### config.mk
export PLATFORM = sky130hd
export DESIGN_NAME = regfile_wb_scheduler_flat
export DESIGN_NICKNAME = d
export VERILOG_FILES = /design/src/rtl/regfile_wb_scheduler_pkg.sv /design/src/rtl/regfile_wb_scheduler_if.sv /design/src/rtl/regfile_wb_scheduler_arbiter.sv /design/src/rtl/regfile_wb_scheduler.sv /design/src/flat_wrapper.sv
export SDC_FILE = /design/constraint.sdc
export NUM_CORES = 1
export LEC_CHECK = 0
export ABC_AREA = 1
export CAP_MARGIN = 20
export CORE_MARGIN = 3
export CORE_UTILIZATION = 30
export DETAILED_ROUTE_END_ITERATION = 10
export PLACE_DENSITY = 0.67
export REMOVE_ABC_BUFFERS = 1
export SETUP_SLACK_MARGIN = 0.5
export SLEW_MARGIN = 20
export SYNTH_ARGS = -nofsm -noshare
export SYNTH_HDL_FRONTEND = slang
export SYNTH_SLANG_ARGS = --single-unit
### constraint.sdc
create_clock -name i_clock -period 2.3 [get_ports i_clock]
set_clock_uncertainty 0.05 [all_clocks]
set_input_delay 0.46 -clock i_clock [delete_from_list [all_inputs] [get_ports i_clock]]
set_output_delay 0.46 -clock i_clock [all_outputs]
set_load 0.02 [all_outputs]
### src/rtl/regfile_wb_scheduler_pkg.sv
// Purpose : shared constants and types for the register-file writeback scheduler.
// Contents: register address width, well-known register numbers and the
//           write-port grant encoding used between the arbiter and the top.
// Config  : none (the RFWB_EARLY_RELEASE_EN option lives in regfile_wb_scheduler.sv).
package rfwb_pkg;

    localparam int unsigned REG_ADDR_W = 5;

    localparam logic [REG_ADDR_W-1:0] REG_ZERO = 5'd0;
    localparam logic [REG_ADDR_W-1:0] REG_RA   = 5'd31;

    // Owner of the register-file write port for the current cycle.
    typedef enum logic [1:0] {
        GNT_NONE = 2'd0,
        GNT_PIPE = 2'd1,
        GNT_LONG = 2'd2
    } rfwb_gnt_e;

endpackage

### src/rtl/regfile_wb_scheduler_if.sv
// Purpose : bundle of the decode-issue, writeback-request and register-file
//           write signals around regfile_wb_scheduler.
// Modports:
//   slave  - the scheduler: samples issue/writeback requests, drives stall,
//            the two writeback readies, rf_we/rf_waddr/rf_wdata, pending_mask.
//   master - the surrounding pipeline: the mirror image of slave.
// Signals :
//   issue_valid/rs/rt/use_rs/use_rt/dest/wr/long : instruction from decode
//   stall                                        : hold decode this cycle
//   pipe_wb_valid/addr/data, pipe_wb_ready       : in-order pipe writeback
//   long_wb_valid/addr/data, long_wb_ready       : mul/div writeback
//   rf_we/rf_waddr/rf_wdata                      : registered write port
//   pending_mask                                 : registered scoreboard bits
interface regfile_wb_scheduler_if
    import rfwb_pkg::*;
#(
    parameter int unsigned DATA_W = 32,
    parameter int unsigned NREG   = 32
);

    logic                  issue_valid;
    logic [REG_ADDR_W-1:0] issue_rs;
    logic [REG_ADDR_W-1:0] issue_rt;
    logic                  use_rs;
    logic                  use_rt;
    logic [REG_ADDR_W-1:0] issue_dest;
    logic                  issue_wr;
    logic                  issue_long;
    logic                  stall;

    logic                  pipe_wb_valid;
    logic [REG_ADDR_W-1:0] pipe_wb_addr;
    logic [DATA_W-1:0]     pipe_wb_data;
    logic                  pipe_wb_ready;

    logic                  long_wb_valid;
    logic [REG_ADDR_W-1:0] long_wb_addr;
    logic [DATA_W-1:0]     long_wb_data;
    logic                  long_wb_ready;

    logic                  rf_we;
    logic [REG_ADDR_W-1:0] rf_waddr;
    logic [DATA_W-1:0]     rf_wdata;
    logic [NREG-1:0]       pending_mask;

    modport slave (
        input  issue_valid, issue_rs, issue_rt, use_rs, use_rt,
        input  issue_dest, issue_wr, issue_long,
        output stall,
        input  pipe_wb_valid, pipe_wb_addr, pipe_wb_data,
        output pipe_wb_ready,
        input  long_wb_valid, long_wb_addr, long_wb_data,
        output long_wb_ready,
        output rf_we, rf_waddr, rf_wdata, pending_mask
    );

    modport master (
        output issue_valid, issue_rs, issue_rt, use_rs, use_rt,
        output issue_dest, issue_wr, issue_long,
        input  stall,
        output pipe_wb_valid, pipe_wb_addr, pipe_wb_data,
        input  pipe_wb_ready,
        output long_wb_valid, long_wb_addr, long_wb_data,
        input  long_wb_ready,
        input  rf_we, rf_waddr, rf_wdata, pending_mask
    );

endinterface

### src/rtl/regfile_wb_scheduler_arbiter.sv
// Purpose : single-port write arbiter between the in-order pipe writeback and
//           the long-latency mul/div writeback. The pipe normally wins; after
//           STARVE_LIMIT consecutive lost cycles the long unit is forced a grant.
// Ports   :
//   i_clock, i_reset : clock (rising edge) and async active-high reset
//   i_pipe_valid     : pipe writeback request
//   i_long_valid     : mul/div writeback request
//   o_grant          : combinational grant for this cycle
module rfwb_arbiter
    import rfwb_pkg::*;
#(
    parameter int unsigned STARVE_LIMIT = 3
) (
    input  logic      i_clock,
    input  logic      i_reset,
    input  logic      i_pipe_valid,
    input  logic      i_long_valid,
    output rfwb_gnt_e o_grant
);

    localparam int unsigned CNT_W = (STARVE_LIMIT > 0) ? $clog2(STARVE_LIMIT + 1) : 1;
    localparam logic [CNT_W-1:0] LIMIT = CNT_W'(STARVE_LIMIT);

    logic [CNT_W-1:0] r_starve_cnt;
    logic [CNT_W-1:0] w_starve_cnt_d;
    logic             w_limit_hit;

    assign w_limit_hit = (r_starve_cnt == LIMIT);

    always_comb begin
        o_grant = GNT_NONE;
        if (i_long_valid && (!i_pipe_valid || w_limit_hit)) begin
            o_grant = GNT_LONG;
        end else if (i_pipe_valid) begin
            o_grant = GNT_PIPE;
        end
    end

    // Counts cycles the long unit has waited behind the pipe; saturates at the limit.
    always_comb begin
        w_starve_cnt_d = r_starve_cnt;
        if (!i_long_valid || (o_grant == GNT_LONG)) begin
            w_starve_cnt_d = '0;
        end else if ((o_grant == GNT_PIPE) && !w_limit_hit) begin
            w_starve_cnt_d = r_starve_cnt + 1'b1;
        end
    end

    always_ff @(posedge i_clock or posedge i_reset) begin
        if (i_reset) begin
            r_starve_cnt <= '0;
        end else begin
            r_starve_cnt <= w_starve_cnt_d;
        end
    end

endmodule

### src/rtl/regfile_wb_scheduler.sv
// Purpose : register scoreboard and write-port scheduler for the 32x32 register
//           file. Tracks destinations with writes in flight, stalls decode on
//           RAW/WAW hazards or a busy mul/div unit, and shares the single write
//           port between pipe writeback and mul/div writeback (rfwb_arbiter).
// Ports   :
//   i_clock, i_reset : clock (rising edge) and async active-high reset
//   io_bus           : regfile_wb_scheduler_if.slave (issue, writeback requests,
//                      stall, readies, registered rf write port, pending_mask)
// Config  : `define RFWB_EARLY_RELEASE_EN lets a register (and the mul/div busy
//           flag) released by this cycle's grant be treated as free by the stall
//           logic in the same cycle. Default build: stall uses registered state.
module regfile_wb_scheduler
    import rfwb_pkg::*;
#(
    parameter int unsigned DATA_W       = 32,
    parameter int unsigned NREG         = 32,
    parameter int unsigned STARVE_LIMIT = 3
) (
    input  logic                   i_clock,
    input  logic                   i_reset,
    regfile_wb_scheduler_if.slave  io_bus
);

    logic [NREG-1:0]       r_pending;
    logic                  r_long_busy;
    logic                  r_rf_we;
    logic [REG_ADDR_W-1:0] r_rf_waddr;
    logic [DATA_W-1:0]     r_rf_wdata;

    rfwb_gnt_e             w_gnt;
    logic                  w_pipe_gnt;
    logic                  w_long_gnt;
    logic                  w_gnt_any;
    logic [REG_ADDR_W-1:0] w_gnt_addr;
    logic [DATA_W-1:0]     w_gnt_data;

    logic [NREG-1:0]       w_clr_mask;
    logic [NREG-1:0]       w_set_mask;
    logic [NREG-1:0]       w_pending_d;
    logic [NREG-1:0]       w_pend_eff;
    logic                  w_long_busy_eff;

    logic                  w_hazard_rs;
    logic                  w_hazard_rt;
    logic                  w_hazard_dest;
    logic                  w_long_conflict;
    logic                  w_stall;
    logic                  w_issue_fire;

    // ---------------------------------------------------------------- arbitration
    rfwb_arbiter #(
        .STARVE_LIMIT (STARVE_LIMIT)
    ) u_arbiter (
        .i_clock      (i_clock),
        .i_reset      (i_reset),
        .i_pipe_valid (io_bus.pipe_wb_valid),
        .i_long_valid (io_bus.long_wb_valid),
        .o_grant      (w_gnt)
    );

    assign w_pipe_gnt = (w_gnt == GNT_PIPE);
    assign w_long_gnt = (w_gnt == GNT_LONG);
    assign w_gnt_any  = w_pipe_gnt | w_long_gnt;
    assign w_gnt_addr = w_long_gnt ? io_bus.long_wb_addr : io_bus.pipe_wb_addr;
    assign w_gnt_data = w_long_gnt ? io_bus.long_wb_data : io_bus.pipe_wb_data;

    assign io_bus.pipe_wb_ready = w_pipe_gnt;
    assign io_bus.long_wb_ready = w_long_gnt;

    always_comb begin
        w_clr_mask = '0;
        if (w_gnt_any) begin
            w_clr_mask[w_gnt_addr] = 1'b1;
        end
    end

    // ---------------------------------------------------------------- hazard check
`ifdef RFWB_EARLY_RELEASE_EN
    assign w_pend_eff      = r_pending & ~w_clr_mask;
    assign w_long_busy_eff = r_long_busy & ~w_long_gnt;
`else
    assign w_pend_eff      = r_pending;
    assign w_long_busy_eff = r_long_busy;
`endif

    assign w_hazard_rs     = io_bus.use_rs   & w_pend_eff[io_bus.issue_rs];
    assign w_hazard_rt     = io_bus.use_rt   & w_pend_eff[io_bus.issue_rt];
    assign w_hazard_dest   = io_bus.issue_wr & w_pend_eff[io_bus.issue_dest];
    assign w_long_conflict = io_bus.issue_long & w_long_busy_eff;

    assign w_stall      = io_bus.issue_valid &
                          (w_hazard_rs | w_hazard_rt | w_hazard_dest | w_long_conflict);
    assign w_issue_fire = io_bus.issue_valid & ~w_stall;
    assign io_bus.stall = w_stall;

    // ---------------------------------------------------------------- scoreboard
    always_comb begin
        w_set_mask = '0;
        if (w_issue_fire && io_bus.issue_wr && (io_bus.issue_dest != REG_ZERO)) begin
            w_set_mask[io_bus.issue_dest] = 1'b1;
        end
    end

    // Set is applied after clear so a same-cycle re-issue keeps the bit pending.
    always_comb begin
        w_pending_d    = (r_pending & ~w_clr_mask) | w_set_mask;
        w_pending_d[0] = 1'b0;
    end

    always_ff @(posedge i_clock or posedge i_reset) begin
        if (i_reset) begin
            r_pending   <= '0;
            r_long_busy <= 1'b0;
        end else begin
            r_pending <= w_pending_d;
            if (w_issue_fire && io_bus.issue_long) begin
                r_long_busy <= 1'b1;
            end else if (w_long_gnt) begin
                r_long_busy <= 1'b0;
            end
        end
    end

    // ---------------------------------------------------------------- write port
    // Writes to register 0 are granted (the requester retires) but never reach the file.
    always_ff @(posedge i_clock or posedge i_reset) begin
        if (i_reset) begin
            r_rf_we    <= 1'b0;
            r_rf_waddr <= '0;
            r_rf_wdata <= '0;
        end else begin
            r_rf_we <= w_gnt_any && (w_gnt_addr != REG_ZERO);
            if (w_gnt_any) begin
                r_rf_waddr <= w_gnt_addr;
                r_rf_wdata <= w_gnt_data;
            end
        end
    end

    assign io_bus.rf_we        = r_rf_we;
    assign io_bus.rf_waddr     = r_rf_waddr;
    assign io_bus.rf_wdata     = r_rf_wdata;
    assign io_bus.pending_mask = r_pending;

endmodule

### src/flat_wrapper.sv
// flat-port wrapper written by rule: the top's interface ports become plain ports
module regfile_wb_scheduler_flat import rfwb_pkg::*;
#(
    parameter int unsigned DATA_W       = 32,
    parameter int unsigned NREG         = 32,
    parameter int unsigned STARVE_LIMIT = 3
)
  (i_clock, i_reset, io_bus_issue_valid, io_bus_issue_rs, io_bus_issue_rt, io_bus_use_rs, io_bus_use_rt, io_bus_issue_dest, io_bus_issue_wr, io_bus_issue_long, io_bus_stall, io_bus_pipe_wb_valid, io_bus_pipe_wb_addr, io_bus_pipe_wb_data, io_bus_pipe_wb_ready, io_bus_long_wb_valid, io_bus_long_wb_addr, io_bus_long_wb_data, io_bus_long_wb_ready, io_bus_rf_we, io_bus_rf_waddr, io_bus_rf_wdata, io_bus_pending_mask);
  regfile_wb_scheduler_if #(.DATA_W(DATA_W), .NREG(NREG)) io_bus_i ();
  input  logic i_clock;
  input  logic i_reset;
  input wire logic [$bits(io_bus_i.issue_valid)-1:0] io_bus_issue_valid;
  input wire logic [$bits(io_bus_i.issue_rs)-1:0] io_bus_issue_rs;
  input wire logic [$bits(io_bus_i.issue_rt)-1:0] io_bus_issue_rt;
  input wire logic [$bits(io_bus_i.use_rs)-1:0] io_bus_use_rs;
  input wire logic [$bits(io_bus_i.use_rt)-1:0] io_bus_use_rt;
  input wire logic [$bits(io_bus_i.issue_dest)-1:0] io_bus_issue_dest;
  input wire logic [$bits(io_bus_i.issue_wr)-1:0] io_bus_issue_wr;
  input wire logic [$bits(io_bus_i.issue_long)-1:0] io_bus_issue_long;
  output wire logic [$bits(io_bus_i.stall)-1:0] io_bus_stall;
  input wire logic [$bits(io_bus_i.pipe_wb_valid)-1:0] io_bus_pipe_wb_valid;
  input wire logic [$bits(io_bus_i.pipe_wb_addr)-1:0] io_bus_pipe_wb_addr;
  input wire logic [$bits(io_bus_i.pipe_wb_data)-1:0] io_bus_pipe_wb_data;
  output wire logic [$bits(io_bus_i.pipe_wb_ready)-1:0] io_bus_pipe_wb_ready;
  input wire logic [$bits(io_bus_i.long_wb_valid)-1:0] io_bus_long_wb_valid;
  input wire logic [$bits(io_bus_i.long_wb_addr)-1:0] io_bus_long_wb_addr;
  input wire logic [$bits(io_bus_i.long_wb_data)-1:0] io_bus_long_wb_data;
  output wire logic [$bits(io_bus_i.long_wb_ready)-1:0] io_bus_long_wb_ready;
  output wire logic [$bits(io_bus_i.rf_we)-1:0] io_bus_rf_we;
  output wire logic [$bits(io_bus_i.rf_waddr)-1:0] io_bus_rf_waddr;
  output wire logic [$bits(io_bus_i.rf_wdata)-1:0] io_bus_rf_wdata;
  output wire logic [$bits(io_bus_i.pending_mask)-1:0] io_bus_pending_mask;
  assign io_bus_i.issue_valid = io_bus_issue_valid;
  assign io_bus_i.issue_rs = io_bus_issue_rs;
  assign io_bus_i.issue_rt = io_bus_issue_rt;
  assign io_bus_i.use_rs = io_bus_use_rs;
  assign io_bus_i.use_rt = io_bus_use_rt;
  assign io_bus_i.issue_dest = io_bus_issue_dest;
  assign io_bus_i.issue_wr = io_bus_issue_wr;
  assign io_bus_i.issue_long = io_bus_issue_long;
  assign io_bus_stall = io_bus_i.stall;
  assign io_bus_i.pipe_wb_valid = io_bus_pipe_wb_valid;
  assign io_bus_i.pipe_wb_addr = io_bus_pipe_wb_addr;
  assign io_bus_i.pipe_wb_data = io_bus_pipe_wb_data;
  assign io_bus_pipe_wb_ready = io_bus_i.pipe_wb_ready;
  assign io_bus_i.long_wb_valid = io_bus_long_wb_valid;
  assign io_bus_i.long_wb_addr = io_bus_long_wb_addr;
  assign io_bus_i.long_wb_data = io_bus_long_wb_data;
  assign io_bus_long_wb_ready = io_bus_i.long_wb_ready;
  assign io_bus_rf_we = io_bus_i.rf_we;
  assign io_bus_rf_waddr = io_bus_i.rf_waddr;
  assign io_bus_rf_wdata = io_bus_i.rf_wdata;
  assign io_bus_pending_mask = io_bus_i.pending_mask;
  regfile_wb_scheduler #(.DATA_W(DATA_W), .NREG(NREG), .STARVE_LIMIT(STARVE_LIMIT)) u_core (.i_clock(i_clock), .i_reset(i_reset), .io_bus(io_bus_i));
endmodule
==> results.yml, run 1 <==
run_status:
  status: "finished with violations"
  violations: "negative setup slack"
sta:
  finalSetupViolations: 18
  maxSlewViolCount: 0
  final.setup.tns_ns: -0.2024
  fin_crit_sh_pct: 102.0
  hold_viol_final: 0
  rsz0062_at_grt: "yes"
  fmax_mhz: 426.5
  timing.final.ws_setup_ns: -0.04489
  period_needed_ns: 2.345
  hold_ws_ns: 0.4330
clock_network:
  cts_tree: "yes"
  ctsLongestPathBuffers: 2
  clkLatencyLatePin_ns: 0.33
  path_clk_slew_ns: 0.06
  h-tree-depth: 3
  cts_buffers: 9
  root_buffer: "clkbuf_16"
  clock_sinks: 72
setup_path:
  end_kind: "output pin"
  worst_ep_required_time_ns: 1.79
  cp_max_fo: 3
  critPathArrivalTime_ns: 1.83
  worstSetupStartpointType: "primary input"
  worst-setup-path-type: "in -> out"
logic_synthesis:
  ys_types: 26
  ys_seq_area_share_pct: 40.32
  synthCells: 677
  ys_ff_latch: 72
  syn_area_sq_um: 4468
  yosysWarnings: 0
  syn_avg_cell_area_sq_um: 6.600
drt:
  wirelength_um: 18330
  drtPass1Iterations: 7
  num_vias: 5655
  post_drt_wl_per_cell_um: 16.19
  vias_per_cell: 4.996
  drc: 0
  ant_nets: 0
  first_iter_violations: 397
finish:
  nets: 1046
  area_delta_synth_final_pct: 72.89
  final_util_pct: 54.39
  layout_common_cells: "255 x nand2_1, 131 x nand3_1, 101 x buf_4"
  fillerInstances: 1410
  finalNonFillerCells: 1132
  layout_commonest_cell: "nand2_1"
  n_antenna_cell: 0
  layout-drive-gt1-share_pct: 24.79
die:
  die_area_sq_um: 16390
  start_util_pct: 31.46
  chipHeight_um: 128.0
  dieWidth_um: 128.0
  core_area_sq_um: 14200
  num_rows: 43
  pin_count: 171
grt:
  grt-ovfl-total: 0
  met2_usage_pct: 36.41
  grt_max_degree: 73
  grt_usage_pct: 21.81
  gr-usage-met3_pct: 6.542
  busiest_layer: "met2"
  antenna_found_initial: 0
  grt_pass1_wl_um: 28480
  grt_pass1_vias: 5601
  grtUsageMet1_pct: 27.50
power:
  leakage_nw: 3.894
  finalPower_mw: 4.737
  vdd_ir_drop_max_uv: 344.9
  p_per_area_nw_per_um2: 613.3
flow_run:
  maxCapViolCount: 0
hold_path:
  hp-class: "reg -> reg"
placed_design:
  io_buffers: 169
  dpl.cell_count: 1073
  place.gp.congestion: 0.9129
  dp_hpwl_um: 12680
[metrics by stage]
stage / area (sq um) / setup slack, ns
6_report: 7725 / -0.04489
5_1_grt: 7725 / -0.1837
4_1_cts: 7626 / 0.02197
3_5_place_dp: 6874 / -0.7561
3_3_place_gp: 6874 / -0.7351
2_1_floorplan: 4267 / -1.311
[critical path, stage by stage]
cell and delay, ns:
clkdlybuf4s15_1 0.28, buf_4 0.18, nor3_2 0.05, nand2_1 0.08, nand2_1 0.05, nor2_1 0.11
nand2_1 0.07, a21oi_2 0.18, nand3_2 0.11, nand2_1 0.08, inv_1 0.05, buf_6 0.12
[Yosys cell counts (all sizes together)]
| library cell | instances | area share (%) |
|---|---|---|
| a21oi | 2 | 0.31 |
| o211ai | 3 | 0.50 |
| clkinv | 2 | 0.17 |
| buf | 22 | 3.5 |
| nand3 | 147 | 17 |
| nand3b | 1 | 0.17 |
| dfrtp | 72 | 40 |
| nor3 | 9 | 1.0 |
| or2 | 5 | 0.70 |
| clkbuf | 12 | 1.0 |
| nand2 | 261 | 22 |
| inv | 40 | 3.4 |
| nor2 | 53 | 4.6 |
| conb | 1 | 0.084 |
| o21ai | 45 | 5.2 |
| ha | 1 | 0.28 |
| a31oi | 1 | 0.14 |
[worst paths after layout]
check	startpoint	to	slack, ns	cells after the start
worst min register to register	u_core.io_bus.rf_waddr[2]	u_core.io_bus.rf_waddr[2]	0.43	2
min in group asynchronous	i_reset	u_core.io_bus.pending_mask[15]	0.48	3
max in group asynchronous	i_reset	u_core.io_bus.pending_mask[28]	1.38	3
worst max-delay path	io_bus_issue_dest[4]	io_bus_stall	-0.04	12
worst min-delay path	u_core.io_bus.rf_waddr[2]	u_core.io_bus.rf_waddr[2]	0.43	2
worst max register to register	u_core.io_bus.pending_mask[5]	u_core.io_bus.pending_mask[6]	-0.01	17
[routing by layer]
layer	wire [um]	vias to the layer above
li1	-	2729
met1	7473	2586
met2	8665	308
met3	1901	32
met4	291	0
met5	0	-
[registers in the layout, indices dropped and copies added (netlist names)]
signal and flops:
u_core.io_bus.pending_mask 31, u_core.io_bus.rf_waddr 5, u_core.r_long_busy 1, u_core.u_arbiter.r_starve_cnt 2, u_core.io_bus.rf_we 1, u_core.io_bus.rf_wdata 32
[logic make-up after synthesis]
family	Yosys count	share of synthesized area [%]
and+or+nand+nor	476	45.11
other	1	0.08393
DFF	72	40.32
adders and majority gates	1	0.2800
AOI/OAI and AO/OA	51	6.161
buffers and inverters	76	8.037
[area by class of cell]
class,count,area [sq um],area share [%]
Multi-Input combinational cell,529,2520,32.62
Inverter,42,166.4,2.154
Clock buffer,12,256.5,3.320
Timing Repair Buffer,291,2680,34.69
Sequential cell,72,1814,23.49
Clock inverter,4,51.30,0.6641
Tap cell,180,225.2,2.915
Timing Repair inverter,2,11.26,0.1458
[report_power, final]
| group | internal, mW | switching, mW | total (mW) |
|---|---|---|---|
| clock | 0.901 | 0.531 | 1.43 |
| combinational | 0.811 | 0.920 | 1.73 |
| sequential | 1.44 | 0.138 | 1.57 |
| total | 3.15 | 1.59 | 4.74 |
[timing repair]
action	4_1_cts	5_1_grt
setup buffers	33	3
gates resized for setup	216	39
gates cloned	5	2
endpoints found under the setup margin	109	86
hold buffers	0	0
pin swaps	9	8
(Power assumes the default switching activity.)
==> run 2, diff against run 1 <==
--- a/config.mk
+++ b/config.mk
@@ -6,6 +6,7 @@
 export NUM_CORES = 1
 export LEC_CHECK = 0
 export ABC_AREA = 1
+export ABC_CLOCK_PERIOD_IN_PS = 2300
 export CAP_MARGIN = 20
 export CORE_MARGIN = 3
 export CORE_UTILIZATION = 30
==> results of run 2 <==
Final layout, timing and power as in run 1 (identical DEF).
